## src/rtl/maze_player_render.sv

```systemverilog
`default_nettype none
// ============================================================================
// Module      : maze_player_render
// Description : Tile-maze pixel source for vga_sync. Moves one player token
//               through a walled maze under direction inputs (rate limited to
//               one step per MOVE_FRAMES frames), detects arrival at the goal
//               and paints walls, floor, goal and player with 1-cycle latency.
// Revision    : 1.0 - initial release
// ============================================================================
module maze_player_render #(
    parameter int TILE_LOG2   = 5,
    parameter int COLS        = 20,
    parameter int ROWS        = 15,
    parameter int MOVE_FRAMES = 8,
    parameter int H_ACTIVE    = 640,
    parameter int V_ACTIVE    = 480
) (
    input  logic       iCLK,
    input  logic       iRST_N,
    input  logic [9:0] px,
    input  logic [9:0] py,
    input  logic       iUp,
    input  logic       iDown,
    input  logic       iLeft,
    input  logic       iRight,
    output logic [9:0] oRed,
    output logic [9:0] oGreen,
    output logic [9:0] oBlue,
    output logic [4:0] oPlayerX,
    output logic [3:0] oPlayerY,
    output logic       oWin
);

    // Step-rate counter only has to reach MOVE_FRAMES-1.
    localparam int            c_CNT_W    = (MOVE_FRAMES > 1) ? $clog2(MOVE_FRAMES) : 1;
    localparam logic [c_CNT_W-1:0] c_CNT_LAST = c_CNT_W'(MOVE_FRAMES - 1);

    localparam logic [9:0] c_COL_LAST = 10'(COLS - 1);
    localparam logic [9:0] c_ROW_LAST = 10'(ROWS - 1);
    localparam logic [4:0] c_GOAL_X   = 5'(COLS - 2);
    localparam logic [3:0] c_GOAL_Y   = 4'(ROWS - 2);
    localparam logic [9:0] c_H_END    = 10'(H_ACTIVE);
    localparam logic [9:0] c_V_END    = 10'(V_ACTIVE);

    localparam logic [29:0] c_RGB_BLACK  = {10'h000, 10'h000, 10'h000};
    localparam logic [29:0] c_RGB_YELLOW = {10'h3FF, 10'h3FF, 10'h000};
    localparam logic [29:0] c_RGB_GREEN  = {10'h000, 10'h3FF, 10'h000};
    localparam logic [29:0] c_RGB_BLUE   = {10'h000, 10'h000, 10'h3FF};
    localparam logic [29:0] c_RGB_GREY   = {10'h080, 10'h080, 10'h080};

    localparam logic [1:0] c_ST_IDLE  = 2'd0;
    localparam logic [1:0] c_ST_CHECK = 2'd1;
    localparam logic [1:0] c_ST_MOVE  = 2'd2;
    localparam logic [1:0] c_ST_WON   = 2'd3;

    localparam logic [1:0] c_DIR_UP    = 2'd0;
    localparam logic [1:0] c_DIR_DOWN  = 2'd1;
    localparam logic [1:0] c_DIR_LEFT  = 2'd2;
    localparam logic [1:0] c_DIR_RIGHT = 2'd3;

    // Border ring plus the even/even pillar lattice are walls.
    function automatic logic f_is_wall(input logic [9:0] tx, input logic [9:0] ty);
        return (tx == 10'd0) || (tx == c_COL_LAST) ||
               (ty == 10'd0) || (ty == c_ROW_LAST) ||
               (!tx[0] && !ty[0]);
    endfunction

    logic [1:0]         r_state;
    logic [c_CNT_W-1:0] r_step_cnt;
    logic [1:0]         r_dir;
    logic [4:0]         r_pos_x;
    logic [3:0]         r_pos_y;
    logic [4:0]         r_tgt_x;
    logic [3:0]         r_tgt_y;
    logic               r_win;
    logic [9:0]         r_prev_py;
    logic [4:0]         r_flash;
    logic [29:0]        r_rgb;

    logic [9:0]  w_tx;
    logic [9:0]  w_ty;
    logic        w_tick;
    logic        w_any_dir;
    logic [1:0]  w_dir;
    logic [4:0]  w_tgt_x;
    logic [3:0]  w_tgt_y;
    logic        w_tgt_wall;
    logic        w_on_player;
    logic        w_on_goal;
    logic        w_visible;
    logic [29:0] w_rgb;

    assign w_tx        = px >> TILE_LOG2;
    assign w_ty        = py >> TILE_LOG2;
    assign w_tick      = (py == 10'd0) && (r_prev_py != 10'd0);
    assign w_any_dir   = iUp | iDown | iLeft | iRight;
    assign w_on_player = (w_tx == {5'd0, r_pos_x}) && (w_ty == {6'd0, r_pos_y});
    assign w_on_goal   = (w_tx == {5'd0, c_GOAL_X}) && (w_ty == {6'd0, c_GOAL_Y});
    assign w_visible   = (px < c_H_END) && (py < c_V_END);
    assign w_tgt_wall  = f_is_wall({5'd0, w_tgt_x}, {6'd0, w_tgt_y});

    // Fixed priority Up > Down > Left > Right; only the winner is used.
    always_comb begin
        w_dir = c_DIR_RIGHT;
        if (iUp)        w_dir = c_DIR_UP;
        else if (iDown) w_dir = c_DIR_DOWN;
        else if (iLeft) w_dir = c_DIR_LEFT;
    end

    // Neighbouring tile in the latched direction; the wall border keeps it on-grid.
    always_comb begin
        w_tgt_x = r_pos_x;
        w_tgt_y = r_pos_y;
        case (r_dir)
            c_DIR_UP:    w_tgt_y = r_pos_y - 4'd1;
            c_DIR_DOWN:  w_tgt_y = r_pos_y + 4'd1;
            c_DIR_LEFT:  w_tgt_x = r_pos_x - 5'd1;
            default:     w_tgt_x = r_pos_x + 5'd1;
        endcase
    end

    // Previous-line tracker for the frame tick and the free-running flash counter.
    always_ff @(posedge iCLK) begin
        if (!iRST_N) begin
            r_prev_py <= 10'd0;
            r_flash   <= 5'd0;
        end else begin
            r_prev_py <= py;
            if (w_tick) r_flash <= r_flash + 5'd1;
        end
    end

    // Movement FSM: rate-limit, wall check, commit, terminal win.
    always_ff @(posedge iCLK) begin
        if (!iRST_N) begin
            r_state    <= c_ST_IDLE;
            r_step_cnt <= '0;
            r_dir      <= c_DIR_UP;
            r_pos_x    <= 5'd1;
            r_pos_y    <= 4'd1;
            r_tgt_x    <= 5'd1;
            r_tgt_y    <= 4'd1;
            r_win      <= 1'b0;
        end else begin
            case (r_state)
                c_ST_IDLE: begin
                    if (!w_any_dir) begin
                        r_step_cnt <= '0;
                    end else if (w_tick) begin
                        if (r_step_cnt == c_CNT_LAST) begin
                            r_step_cnt <= '0;
                            r_dir      <= w_dir;
                            r_state    <= c_ST_CHECK;
                        end else begin
                            r_step_cnt <= r_step_cnt + c_CNT_W'(1);
                        end
                    end
                end
                c_ST_CHECK: begin
                    if (w_tgt_wall) begin
                        r_state <= c_ST_IDLE;
                    end else begin
                        r_tgt_x <= w_tgt_x;
                        r_tgt_y <= w_tgt_y;
                        r_state <= c_ST_MOVE;
                    end
                end
                c_ST_MOVE: begin
                    r_pos_x <= r_tgt_x;
                    r_pos_y <= r_tgt_y;
                    if ((r_tgt_x == c_GOAL_X) && (r_tgt_y == c_GOAL_Y)) begin
                        r_win   <= 1'b1;
                        r_state <= c_ST_WON;
                    end else begin
                        r_state <= c_ST_IDLE;
                    end
                end
                c_ST_WON: begin
                    r_win <= 1'b1;
                end
                default: begin
                    r_state <= c_ST_IDLE;
                end
            endcase
        end
    end

    // Pixel colour by priority. After the win the player sits on the goal, so
    // that tile blinks green/black instead of showing the player colour.
    always_comb begin
        w_rgb = c_RGB_GREY;
        if (!w_visible) begin
            w_rgb = c_RGB_BLACK;
        end else if ((r_state == c_ST_WON) && w_on_goal) begin
            w_rgb = r_flash[4] ? c_RGB_BLACK : c_RGB_GREEN;
        end else if (w_on_player) begin
            w_rgb = c_RGB_YELLOW;
        end else if (w_on_goal) begin
            w_rgb = c_RGB_GREEN;
        end else if (f_is_wall(w_tx, w_ty)) begin
            w_rgb = c_RGB_BLUE;
        end
    end

    // One-cycle registered colour output.
    always_ff @(posedge iCLK) begin
        if (!iRST_N) r_rgb <= c_RGB_BLACK;
        else         r_rgb <= w_rgb;
    end

    assign oRed     = r_rgb[29:20];
    assign oGreen   = r_rgb[19:10];
    assign oBlue    = r_rgb[9:0];
    assign oPlayerX = r_pos_x;
    assign oPlayerY = r_pos_y;
    assign oWin     = r_win;

endmodule
`default_nettype wire

```

## config.mk

```make
export PLATFORM = sky130hd
export DESIGN_NAME = maze_player_render
export DESIGN_NICKNAME = d
export VERILOG_FILES = /design/src/rtl/maze_player_render.sv
export SDC_FILE = /design/constraint.sdc
export NUM_CORES = 1
export LEC_CHECK = 0
export CORE_UTILIZATION = 40
export CTS_CLUSTER_DIAMETER = 100
export DETAILED_ROUTE_END_ITERATION = 8
export PLACE_DENSITY = 0.69
export SLEW_MARGIN = 10
export SYNTH_ARGS = -nofsm -noshare
export SYNTH_HDL_FRONTEND = slang
export SYNTH_SLANG_ARGS = --single-unit
```

## constraint.sdc

```tcl
create_clock -name iCLK -period 2.6 [get_ports iCLK]
set_input_delay 0.78 -clock iCLK [delete_from_list [all_inputs] [get_ports iCLK]]
set_output_delay 0.78 -clock iCLK [all_outputs]
set_load 0.03 [all_outputs]
```

* Word-level counts from Yosys, hierarchy flattened
Index checks and enable logic that the tools add are counted.
** Word-level totals
- Word-level logic and storage cells :: 102
- Bits of input ports :: 26
- Output and inout port bits :: 40
- Register bits after elaboration :: 71
** Operators by class
- Eq/ne operators :: 21
- Add/sub/neg operators :: 6
- Reductions and logical operators :: 37
- Multiplexer cells :: 21
- Magnitude comparators :: 2
- Bitwise operators :: 4
** Operators with widths (count)
- two-way mux 30 bit :: 2
- two-way mux 28 bit :: 2
- logical NOT 10 bit :: 3
- equality test 5 bit (second input constant) :: 4
- two-way mux 20 bit :: 1
- two-way mux 2 bit :: 7
- adder 5 x 1 -> 5 bit (second input constant) :: 2
- equality test 5 x 4 -> 1 bit (second input constant) :: 2
- less-than comparator 10 bit (second input constant) :: 1
- less-than comparator 10 x 9 -> 1 bit (second input constant) :: 1
- inequality test 2 bit (second input constant) :: 5
- one-hot mux 5 bit (2 select lines) :: 1
- nonzero test 10 bit :: 1
- two-way mux 3 bit :: 3
- equality test 4 bit (second input constant) :: 2
- logical AND 1 bit :: 8
- logical OR 1 bit :: 8
- one-hot mux 4 bit (2 select lines) :: 1
- AND reduction 2 bit :: 4
- AND reduction 4 bit :: 2
- equality test 2 bit (second input constant) :: 3
- one-hot mux 2 bit (3 select lines) :: 1
- equality test 5 x 4 -> 1 bit :: 1
- equality test 5 bit :: 1
- other kinds (17) :: 25

* Longest topological paths before layout
- Depth in word-level cells :: 10
- Depth in mapped cells :: 11
- Mapped depth without buffers :: 10

* Worst setup path after synthesis
Ideal clock, no wire load.
- Kind :: register -> register
- Start :: register r_dir[1]
- End :: register r_tgt_x[0]
- Cell stages (with the launch flop) :: 10
- Setup time :: 0.121 ns
- Arrival time :: 2.605 ns
- Path slack :: -0.126 ns
- Period minus slack after synthesis :: 2.726 ns
- Cell sequence :: dfxtp_1 > clkbuf_8 > or2b_2 > ha_1 > or4_1 > o211ai_1 > o211a_2 > mux2i_4 > o21ai_4 > mux2_4
** Between the ends
- Cells in the longest elaborated chain, start to end :: 10
- Elaborated cells on any way between the ends :: 19
- Those cells by class :: eq/ne: 4; mux: 2; bitwise: 1; reduce/logical: 12
** RTL lines
- start, declared :: line 70 : logic [1:0] r_dir;
- start signal, assigned :: line 138 : r_dir <= c_DIR_UP;
- start signal, assigned :: line 152 : r_dir <= w_dir;
- equality test 2 x 1 -> 1 bit / logical NOT 2 bit (equally long branches) :: line 114 : case (r_dir)
- OR reduction 2 bit (no source line)
- one-hot mux 5 bit (2 select lines) :: line 114
- equality test 5 bit / logical NOT 5 bit (equally long branches) :: line 63 : return (tx == 10'd0) || (tx == c_COL_LAST) ||
- logical OR 1 bit (2 in series) :: line 63
- logical OR 1 bit (2 in series) :: line 64 : (ty == 10'd0) || (ty == c_ROW_LAST) ||
- inverter 1 bit (no source line)
- AND reduction 2 bit (no source line)
- end signal, assigned :: line 163 : r_tgt_x <= w_tgt_x;
- end, declared :: line 73 : logic [4:0] r_tgt_x;
Parallel ways exist; a longest one is shown, timed or not.
A chain may end at the register's enable or synchronous reset.

* Final worst setup path
- Start :: register r_dir[0]
- End :: register r_tgt_x[4]
The elaborated chain is that of the path after synthesis.

==> summary.md <==
| Metric | Value |
|---|---|
| Kind of capture point of the worst setup path | flop |
| Sequential standard cell area | 942 um2 |
| Total clock buffers created by CTS | 5 |
| Worst-Skew Late Latency | 0.30 ns |
| Worst Clk Skew | 0.00918 ns |
| Detailed router's first-iteration violation count | 97 |
| Total Wirelength | 6.30 mm |
| Synthesis-stage register bit count | 47 |
| Crit path top cell by count | sky130_fd_sc_hd__o211ai_1 |
| Clock tree buffer depth | 2 |
| Total Neg Setup Slack | 0 ns |
| Number of nets with antenna violations after detailed routing | 0 |
| Net switching component of the power | 0.310 mW |
| Final period util | 0.958 |
| Post-synthesis mux area share | 0.0788 |
| Detailed Routing Iterations Pass 1 | 8 |
| Layout Utilization | 0.550 |
| Failing checks | design-rule violations |
| Area of the placeable core | 6490 um2 |
| Mean cell area of the mapped netlist | 9.09 um2 |
| Routability cong. | 0.809 |
| Adder-cell share of the synthesized area | 0.0528 |
| Clock power share | 0.394 |
| Number of sinks handled by clock tree synthesis | 47 |
| Final routed DRC violation total | 11 |
| Internal power of the cells | 1.11 mW |
| Max cap viols | 0 |
| Initial cell density of the core | 0.423 |
| Final count of hold timing violations | 0 |
| Cell count after synthesis | 302 |
| P&R area growth vs syn | 30.0% |
| Nets@finish | 400 |
| Fraction of final layout cells with drive strength greater than 1 | 0.162 |
| Via count normalized by instance count | 5.37 |
| Most common cell in the netlist | sky130_fd_sc_hd__dfxtp_1 |
| Async SR Flop Fraction | 0 |
| Maximum net fanout on the critical path | 7 |
| Initial antenna violation count | 0 |
| Commonest register cell after synthesis | sky130_fd_sc_hd__dfxtp_1 |
| H-tree depth reported by CTS | 2 |
| Post-route minimum period | 2.49 ns |
| Critical Path Start Type | flop |
| Number of inserted diodes | 0 |
| Row cnt | 29 |
| Delay of the slowest cell on the worst path | 0.39 ns |
| Xor-xnor portion of the synthesized cell area | 0.0606 |
| Hpwl dp | 4.88 mm |
| Die Width | 84.9 um |
| Leak | 1.36 nW |
| Port Buffers | 60 |
| Number of enable-type register cells in the synthesized netlist | 0 |
| Total global routing track utilization | 0.183 |
| Data required time of the worst path | 2.80 ns |
| Combinational family with the most area after synthesis | simple AND/OR/NAND/NOR gates |
| Synthesized netlist net count | 339 |
| Final count of pins violating max slew | 0 |
| Worst Tran Pin Value | 0.437 ns |
| Via count of the first global-routing pass | 2,228 |
| Io pins | 66 |
| Maximum number of pins on one net before global-route repair | 16 |
| Sequential share of the synthesized area | 0.343 |
| CTS tree | yes |
| Simple-Gate Fraction of Synth Area | 0.234 |
| Total area of multi-input combinational cells | 1550 um2 |
| Layout Cells excl Fill | 441 |
| Die outline area | 7200 um2 |
| Switching Share | 0.219 |
| Total number of vias | 2,370 |
| Floorplan die height | 84.9 um |
| Fillers | 620 |
| Crit Path Class | flop to flop |
| Final setup vio count | 0 |
| Register clock-pin slew on the reported worst setup and hold paths | 0.09 ns |
| Final global-route overflow total | 0 |
| Worst relative slew slack | 0.706 |
| Clock root cell | sky130_fd_sc_hd__clkbuf_8 |
| Synth area leader | sky130_fd_sc_hd__dfxtp_1 |
| Highest clock rate | 0.401 GHz |
| Seq pwr share | 0.518 |
| Peak ir drop on the vdd network | 289 uV |
| Cell count after placement | 430 |
| Largest cells by area after synthesis | sky130_fd_sc_hd__dfxtp_1 (34%), sky130_fd_sc_hd__buf_4 (6.6%), sky130_fd_sc_hd__mux2i_1 (5.5%), sky130_fd_sc_hd__ha_1 (4.6%), sky130_fd_sc_hd__xnor2_1 (3.8%) |
| Mapped Area | 2750 um2 |
| Number of warnings issued by yosys | 0 |
| Area of placed instances | 3410 um2 |
| Classification of the worst-slack hold path | flop to flop |
| Power share of the combinational group | 0.089 |
| First-pass GRT wire length | 10.4 mm |
| Cell types with the highest counts after synthesis | sky130_fd_sc_hd__dfxtp_1 (47), sky130_fd_sc_hd__buf_4 (24), sky130_fd_sc_hd__nor2_1 (24), sky130_fd_sc_hd__nand2_1 (17), sky130_fd_sc_hd__mux2i_1 (15) |
| Run status | complete, but fails checks |
| Routed wire length per instance | 14.3 um |
| Arrival time worst endpoint | 2.69 ns |
| Library cell contributing the largest single delay on the critical path | sky130_fd_sc_hd__or4_1 |
| Compound-Gate Fraction of Synth Area | 0.126 |
| Top cell type's share of synthesized area | 0.343 |
| Number of distinct library cells after synthesis | 58 |
| Total power draw | 1.42 mW |
| Power density normalized to cell area | 397 nW/um2 |
| Number of hold buffers added after CTS | 0 |
| Cell area after layout | 3570 um2 |
| Worst reg-to-reg setup slack | 0.11 ns |
| Ordered cell list for the critical path | or2b_4 > ha_4 > or4_1 > o211ai_1 > o211a_2 > mux2i_4 > buf_4 > o211ai_1 > o211a_1 |
## layout by cell type (no fill, tap or decap), types with 2 or more instances in the layout
| master | n |
|---|---|
| sky130_fd_sc_hd__nand4_1 | 8 |
| sky130_fd_sc_hd__and2_1 | 12 |
| sky130_fd_sc_hd__nor4_1 | 6 |
| sky130_fd_sc_hd__nor2b_1 | 3 |
| sky130_fd_sc_hd__clkbuf_8 | 6 |
| sky130_fd_sc_hd__nand3_1 | 9 |
| sky130_fd_sc_hd__nand4b_1 | 2 |
| sky130_fd_sc_hd__a32o_1 | 2 |
| sky130_fd_sc_hd__inv_1 | 10 |
| sky130_fd_sc_hd__o21ai_0 | 9 |
| sky130_fd_sc_hd__a22oi_1 | 3 |
| sky130_fd_sc_hd__o211a_1 | 4 |
| sky130_fd_sc_hd__ha_1 | 9 |
| sky130_fd_sc_hd__a21oi_1 | 8 |
| sky130_fd_sc_hd__nand2b_1 | 6 |
| sky130_fd_sc_hd__nor3_1 | 7 |
| sky130_fd_sc_hd__o211ai_1 | 5 |
| sky130_fd_sc_hd__clkdlybuf4s50_1 | 60 |
| sky130_fd_sc_hd__a211oi_1 | 2 |
| sky130_fd_sc_hd__nand2_1 | 16 |
| sky130_fd_sc_hd__a31o_2 | 2 |
| sky130_fd_sc_hd__mux2i_1 | 15 |
| sky130_fd_sc_hd__buf_4 | 30 |
| sky130_fd_sc_hd__xnor2_1 | 12 |
| sky130_fd_sc_hd__dfxtp_1 | 46 |
| sky130_fd_sc_hd__or4_1 | 5 |
| sky130_fd_sc_hd__or3_1 | 2 |
| sky130_fd_sc_hd__nor2_1 | 24 |
| sky130_fd_sc_hd__mux2_4 | 2 |
| sky130_fd_sc_hd__xor2_1 | 6 |
## what timing repair did
action | in CTS | in global routing
endpoints found under the setup margin | 0 | 8
gates resized for setup | 0 | 6
buffers inserted | 0 | 3
## worst max-delay path, delay by kind of cell (launching register included)
| family | cells | cell delay [ns] |
|---|---|---|
| flops | 1 | 0.36 |
| buf+inv | 1 | 0.19 |
| compound gates | 4 | 0.64 |
| fa+ha+maj | 1 | 0.24 |
| mux | 1 | 0.27 |
| simple gates | 2 | 0.69 |
## through the flow
step / worst slack, ns / hold slack, ns
6_report: 0.108 / 0.503
3_3_place_gp: 0.0284 / 0.486
5_1_grt: -0.00175 / 0.544
4_1_cts: 0.0300 / 0.516
3_5_place_dp: -0.0504 / 0.504
2_1_floorplan: 0.0317 / 0.455
## final timing paths
kind / from / end / cells past startpoint
min reg2reg: r_tgt_y[2] / r_tgt_y[2] / 2
max: r_dir[0] / r_tgt_x[4] / 9
min: r_tgt_y[2] / r_tgt_y[2] / 2
max reg2reg: r_dir[0] / r_tgt_x[4] / 9
## logic make-up after synthesis
group / count (synthesis)
and+or+nand+nor: 113
AOI/OAI and AO/OA: 47
DFF: 47
buffers and inverters: 46
xor gates and xnor gates: 19
muxes: 19
adders and majority gates: 11
## layer usage
layer / wire [um] / track usage
met1: 2880 / 0.235
met2: 2990 / 0.311
met3: 362 / 0.0350
met4: 67 / 0.0570
met5: 0 / 0
## cell type report
cell class                 instances  share of cell area
multi-input combinational        209               0.434
sequential                        47               0.264
timing repair buffer              90               0.231
tap                               77              0.0270
clock buffer                       6              0.0231
inverter                          10              0.0105
clock inverter                     2             0.00981
## registers in the layout, indices dropped and copies added (netlist names)
name / cells
r_tgt_x: 5
r_tgt_y: 4
r_dir: 2
r_flash: 5
r_step_cnt: 3
r_rgb: 6
oPlayerY: 4
oWin: 1
oPlayerX: 5
r_state: 2
r_prev_py: 10
## power by group through the flow
stage	clock (mW)	combinational [mW]	sequential (mW)
finish	0.557	0.126	0.733
global route	0.596	0.134	0.735
CTS	0.565	0.126	0.733
detailed placement	0	0.125	0.750
global placement	0	0.125	0.750
floorplan	0	0.0506	0.755
Note: power is estimated with default switching activity, not from simulation.
==> variant 1, RTL diff (same settings) <==
Reset style: asynchronous (`iRST_N`), changed in 3 clocked blocks.
--- a/src/rtl/maze_player_render.sv
+++ b/src/rtl/maze_player_render.sv
@@ -121,5 +121,5 @@
 
     // Previous-line tracker for the frame tick and the free-running flash counter.
-    always_ff @(posedge iCLK) begin
+    always_ff @(posedge iCLK or negedge iRST_N) begin
         if (!iRST_N) begin
             r_prev_py <= 10'd0;
@@ -132,5 +132,5 @@
 
     // Movement FSM: rate-limit, wall check, commit, terminal win.
-    always_ff @(posedge iCLK) begin
+    always_ff @(posedge iCLK or negedge iRST_N) begin
         if (!iRST_N) begin
             r_state    <= c_ST_IDLE;
@@ -204,5 +204,5 @@
 
     // One-cycle registered colour output.
-    always_ff @(posedge iCLK) begin
+    always_ff @(posedge iCLK or negedge iRST_N) begin
         if (!iRST_N) r_rgb <= c_RGB_BLACK;
         else         r_rgb <= w_rgb;
Check against the original RTL: differs if iRST_N is asserted again (counterexample within 4 cycles, from zero or initial values and one cycle with iRST_N low); with iRST_N held inactive, the same outputs for 10 cycles.
==> variant 1 against the original RTL <==
Setup slack got worse by 120 ps. Die area fell by 1.7%. Synthesized cell count fell by 18%. Routed wire length fell by 5.6%. Maximum frequency fell by 4.6%. Power rose by 8.0%. The run ends with DRC, setup timing left. First-iteration DRC count rose by 48%. Clock skew fell by 3.1 ps. Critical endpoint is now r_tgt_x[1]. Synthesized area fell by 1.7%. Cell area rose by 2.2%. Sequential cell count did not move. Count of clock-buffer cells in the layout fell by 1.
==> variant 1: results (changes against the original RTL) <==
Run status
  – Status: complete, but fails checks
  – Failing checks: DRC, setup timing

STA
  – Max_slew headroom: 59.8% (-11 points)
  – Layout Skew: 6.05 ps (-3.13 ps)
  – Hold slack: 487 ps (-15.9 ps)
  – Setup ws final: -11.1 ps (-119 ps)
  – # setup viols final: 3 (+3)

Power
  – VDD IR max: 195 uV (-33%)
  – Static leakage power: 1.57 nW (+15%)

Synth
  – Syn_nets: 284 (-16%)
  – Synth cell count leaders: dfrtp_1 (43), buf_4 (24), xnor2_1 (14)
  – Seq/Total Area, Yosys: 43.8% (+9.5 points)
  – Top cells by area, synth: dfrtp_1 (40%), buf_4 (6.7%), ha_1 (4.6%)
  – Asr flop ratio synth: 100% (+100 points)

GRT
  – Global-route wire length before repair: 9740 microns (-6.5%)
  – Overall routing resource usage: 17.4% (-0.87 points)
  – Met2 usage: 28.0% (-3.1 points)
  – Vias in the first global route: 2,059 (-7.6%)
  – M1 GR Usage: 23.2% (-0.34 points)
  – Met3 Track Usage GR: 3.54% (+0.038 points)
  – Largest net degree at the start of global routing: 48 (+32)

Min path
  – Hold path cells: 1 (-1)
  – Min-Delay Startpoint: r_flash[4]

Route
  – Drt pass-1 iters: 6 (-2)
  – Drt via density: 5.34 (-0.56%)
  – Drc violations: 20 (+9)
  – WL/cell: 14.9 microns (+4.6%)
  – 1st-iter DRT viols: 144 (+48%)

Worst setup path
  – Crit-path slowest cell: dfrtp_1
  – CP max stage delay: 410 ps (+20 ps)
  – Critical-path maximum fanout: 5 (-2)
  – Reg2reg start: r_dir[1]

Final layout
  – Fillcell total: 535 (-14%)
  – Layout cell share with drive strength beyond 1: 25.2% (+9.0 points)
  – Layout Nets: 357 (-11%)

Placement
  – DP Wirelength: 4340 microns (-11%)

Clock network
  – Clock Tree Buf Depth: 2 (unchanged)
-- variant 1: worst max-delay path by stage --
stage / to / slack, ps / depth (start not counted) / start
2_1_floorplan: r_tgt_x[1] / 4 / 9 / r_dir[1]
3_3_place_gp: r_rgb[27] / -70 / 7 / py[8]
3_5_place_dp: r_rgb[27] / -80 / 7 / py[8]
4_1_cts: r_tgt_y[3] / 2 / 11 / r_dir[0]
5_1_grt: r_tgt_x[1] / -120 / 9 / r_dir[1]
6_report: r_tgt_x[1] / -10 / 9 / r_dir[1]
-- variant 1: kinds of logic after synthesis --
family / Yosys count / share of synthesized area (%)
xor gates and xnor gates: 20 / 6.77
and+or+nand+nor: 70 / 15.1
AOI/OAI and AO/OA: 39 / 10.2
muxes: 20 / 8.95
DFF: 47 / 43.8
adders and majority gates: 11 / 5.38
buffers and inverters: 40 / 9.83
-- variant 1: final cells by class --
cell class,count,share of cell area (%)
Timing Repair Buffer,97,24.0
Sequential cell,47,32.4
Multi-Input combinational cell,160,36.3
Tap cell,77,2.64
Clock inverter,3,1.85
Clock buffer,5,1.89
Inverter,9,0.926
-- variant 1: routing by layer --
metal | vias up | wire length, microns | share of wire [%]
met2 | 68 | 2820 | 47
li1 | 1017 | - | -
met5 | - | 0 | 0
met1 | 1038 | 2770 | 47
met4 | 0 | 59 | 0.99
met3 | 4 | 295 | 5.0
-- variant 1: metrics by stage --
step	std cells	setup WS (ps)	cell area [sq um]	power, W
floorplan	247	3.97	2740	0.000819
global placement	385	-69.8	3440	0.000904
detailed placement	385	-82.6	3440	0.000905
CTS	395	1.99	3590	0.00155
global route	398	-116	3650	0.00159
finish	398	-11.1	3650	0.00153
-- variant 1: power breakdown --
part,leakage (nW),internal [W],switching [W]
clock,0.0644,0.000383,0.000255
sequential,0.609,0.000743,0.00000551
combinational,0.899,0.0000690,0.0000725
total,1.57,0.00120,0.000333
-- variant 1: repair_timing --
action	CTS	global route
buffers inserted	2	3
resized for setup	0	6
hold endpoints to repair	0	0
setup endpoints to repair	3	7
-- variant 1: critical path: cells and delay by family, from the launching register on --
kind,cells,cell delay [ps]
adder cells (fa/ha/maj),1,390
AND/OR/NAND/NOR,2,410
XOR/XNOR,1,160
AO/OA/AOI/OAI,3,670
multiplexers,1,290
flip-flops,1,410
buffers and inverters,1,160
==> variant 2, RTL diff (same flow settings) <==
Made on the original files. Set the parameter `MOVE_FRAMES` to 32 (it was 8).
--- a/src/rtl/maze_player_render.sv
+++ b/src/rtl/maze_player_render.sv
@@ -12,5 +12,5 @@
     parameter int COLS        = 20,
     parameter int ROWS        = 15,
-    parameter int MOVE_FRAMES = 8,
+    parameter int MOVE_FRAMES = 32,
     parameter int H_ACTIVE    = 640,
     parameter int V_ACTIVE    = 480
Behaviour: no difference found for any inputs over 10 cycles, from zero or initial values and one cycle with iRST_N low; that may be too few to reach the edited logic, so the function may still have changed.
==> variant 2 against the original RTL <==
Maximum frequency shrank 0.33%. First-iteration DRC count grew 21%. Setup slack lost 8.3 ps. Critical path depth grew 2. Sequential cell count grew 2. Synthesized area grew 2.4%. Combinational power grew 17%. Routed wire length grew 3.6%. Cell area grew 2.3%. Power grew 3.8%. Non-clock buffer count grew 1. Global-route usage shrank 0.25 points. Highest routed layer unchanged.
==> variant 2: results (changes against the original RTL) <==
Run status
  – Status: finished clean

Worst setup path
  – Crit path max-delay family: compound AO/OA/AOI/OAI gates
  – Reg2reg start: r_dir[1]
  – FF-to-FF path depth: 11 (+2)
  – Critical path arrival: 2700 ps (about the same)

Final layout
  – FF+latch count: 49 (+4.3%)
  – Non-CTS buffers: 91 (+1.1%)
  – Fillcell total: 615 (-0.81%)
  – Sequential cell area share: 26.8% (+0.46 points)
  – Multi-input combinational cell count: 219 (+4.8%)
  – Final clock-cell share: 3.15% (-0.14 points)
  – Fraction of area in multi-input gates: 42.9% (-0.55 points)

Power
  – Psw: 0.000344 W (+11%)

Placement
  – Worst slack, placed: -68.2 ps (-17.8 ps)
  – DP Wirelength: 4940 microns (+1.1%)
  – RePlAce Congestion: 0.897 (+11%)

Synth
  – Yosys cell types: 56 (-3.4%)
  – Top cells by area, synth: dfxtp_1 (35%), buf_4 (6.9%), mux2i_1 (4.6%)

Route
  – Metal-1 WL: 2930 microns (+1.9%)
  – 1st-iter DRT viols: 117 (+21%)
  – Drt pass-1 iters: 4 (-4)
  – WL/cell: 13.8 microns (-3.4%)
  – Met3 routed WL: 333 microns (-8.0%)
  – Met2 WL: 3070 microns (+2.7%)

GRT
  – M1 GR Usage: 22.7% (-0.79 points)
  – Vias in the first global route: 2,242 (+0.63%)
  – Largest net degree at the start of global routing: 17 (+1)
  – Met3 Track Usage GR: 3.08% (-0.42 points)
  – Met2 usage: 29.7% (-1.4 points)
  – Global-route wire length before repair: 10,400 microns (+0.12%)

STA
  – Layout Skew: 11.4 ps (+2.21 ps)
  – Worst Max-Slew Pin Slew: 403 ps (-33.4 ps)

Min path
  – Min-Delay Startpoint: r_step_cnt[4]
## variant 2: cell count changes in the layout (fill, tap and decap cells not counted), moves of 3 or more
cell       unedited run  this run
nand3b_1              1         5
a22oi_1               3         0
nand2b_1              6         3
o2111ai_1             0         3
and3_1                1         6
a21oi_1               8        12
xor2_1                6         9
dfxtp_1              46        49
or4_1                 5         2
o21ai_0               9        13
o211ai_1              5         2
## variant 2: worst max-delay path by stage
stage	start	endpoint	slack, ps	cells past startpoint
global placement	py[6]	r_flash[4]	-70	7
floorplan	r_dir[1]	r_tgt_y[1]	170	10
detailed placement	py[6]	r_flash[4]	-70	7
CTS	r_dir[1]	r_tgt_y[1]	80	11
finish	r_dir[1]	r_tgt_y[1]	100	11
global route	r_dir[1]	r_tgt_x[0]	-20	11
## variant 2: power groups by stage
stage	registers [W]	logic (W)	clock network (W)
after floorplan	0.000791	0.0000642	0
after global placement	0.000786	0.000145	0
after detailed placement	0.000787	0.000147	0
after CTS	0.000769	0.000148	0.000560
after global routing	0.000770	0.000160	0.000587
final	0.000769	0.000147	0.000554
## variant 2: repair_timing
action                     in CTS  in global routing
setup endpoints to repair       0                  8
buffers inserted                0                  1
gates resized for setup         0                  3
## variant 2: stage by stage
stage	std cells	cell area [sq um]	setup TNS, ps	total power [W]
after floorplan	316	2810	0	0.000855
after global placement	464	3510	-222	0.000931
after detailed placement	464	3510	-206	0.000933
after global routing	473	3650	-34.2	0.00152
final	473	3650	0	0.00147
after CTS	472	3620	0	0.00148
## variant 2: cell families after synthesis
logic type,after synthesis,share of synthesized area (%)
AO/OA/AOI/OAI,54,14.0
buffers and inverters,48,10.3
multiplexers,16,5.96
flip-flops,49,34.9
adder cells (fa/ha/maj),11,5.16
XOR/XNOR,22,6.85
AND/OR/NAND/NOR,116,22.8
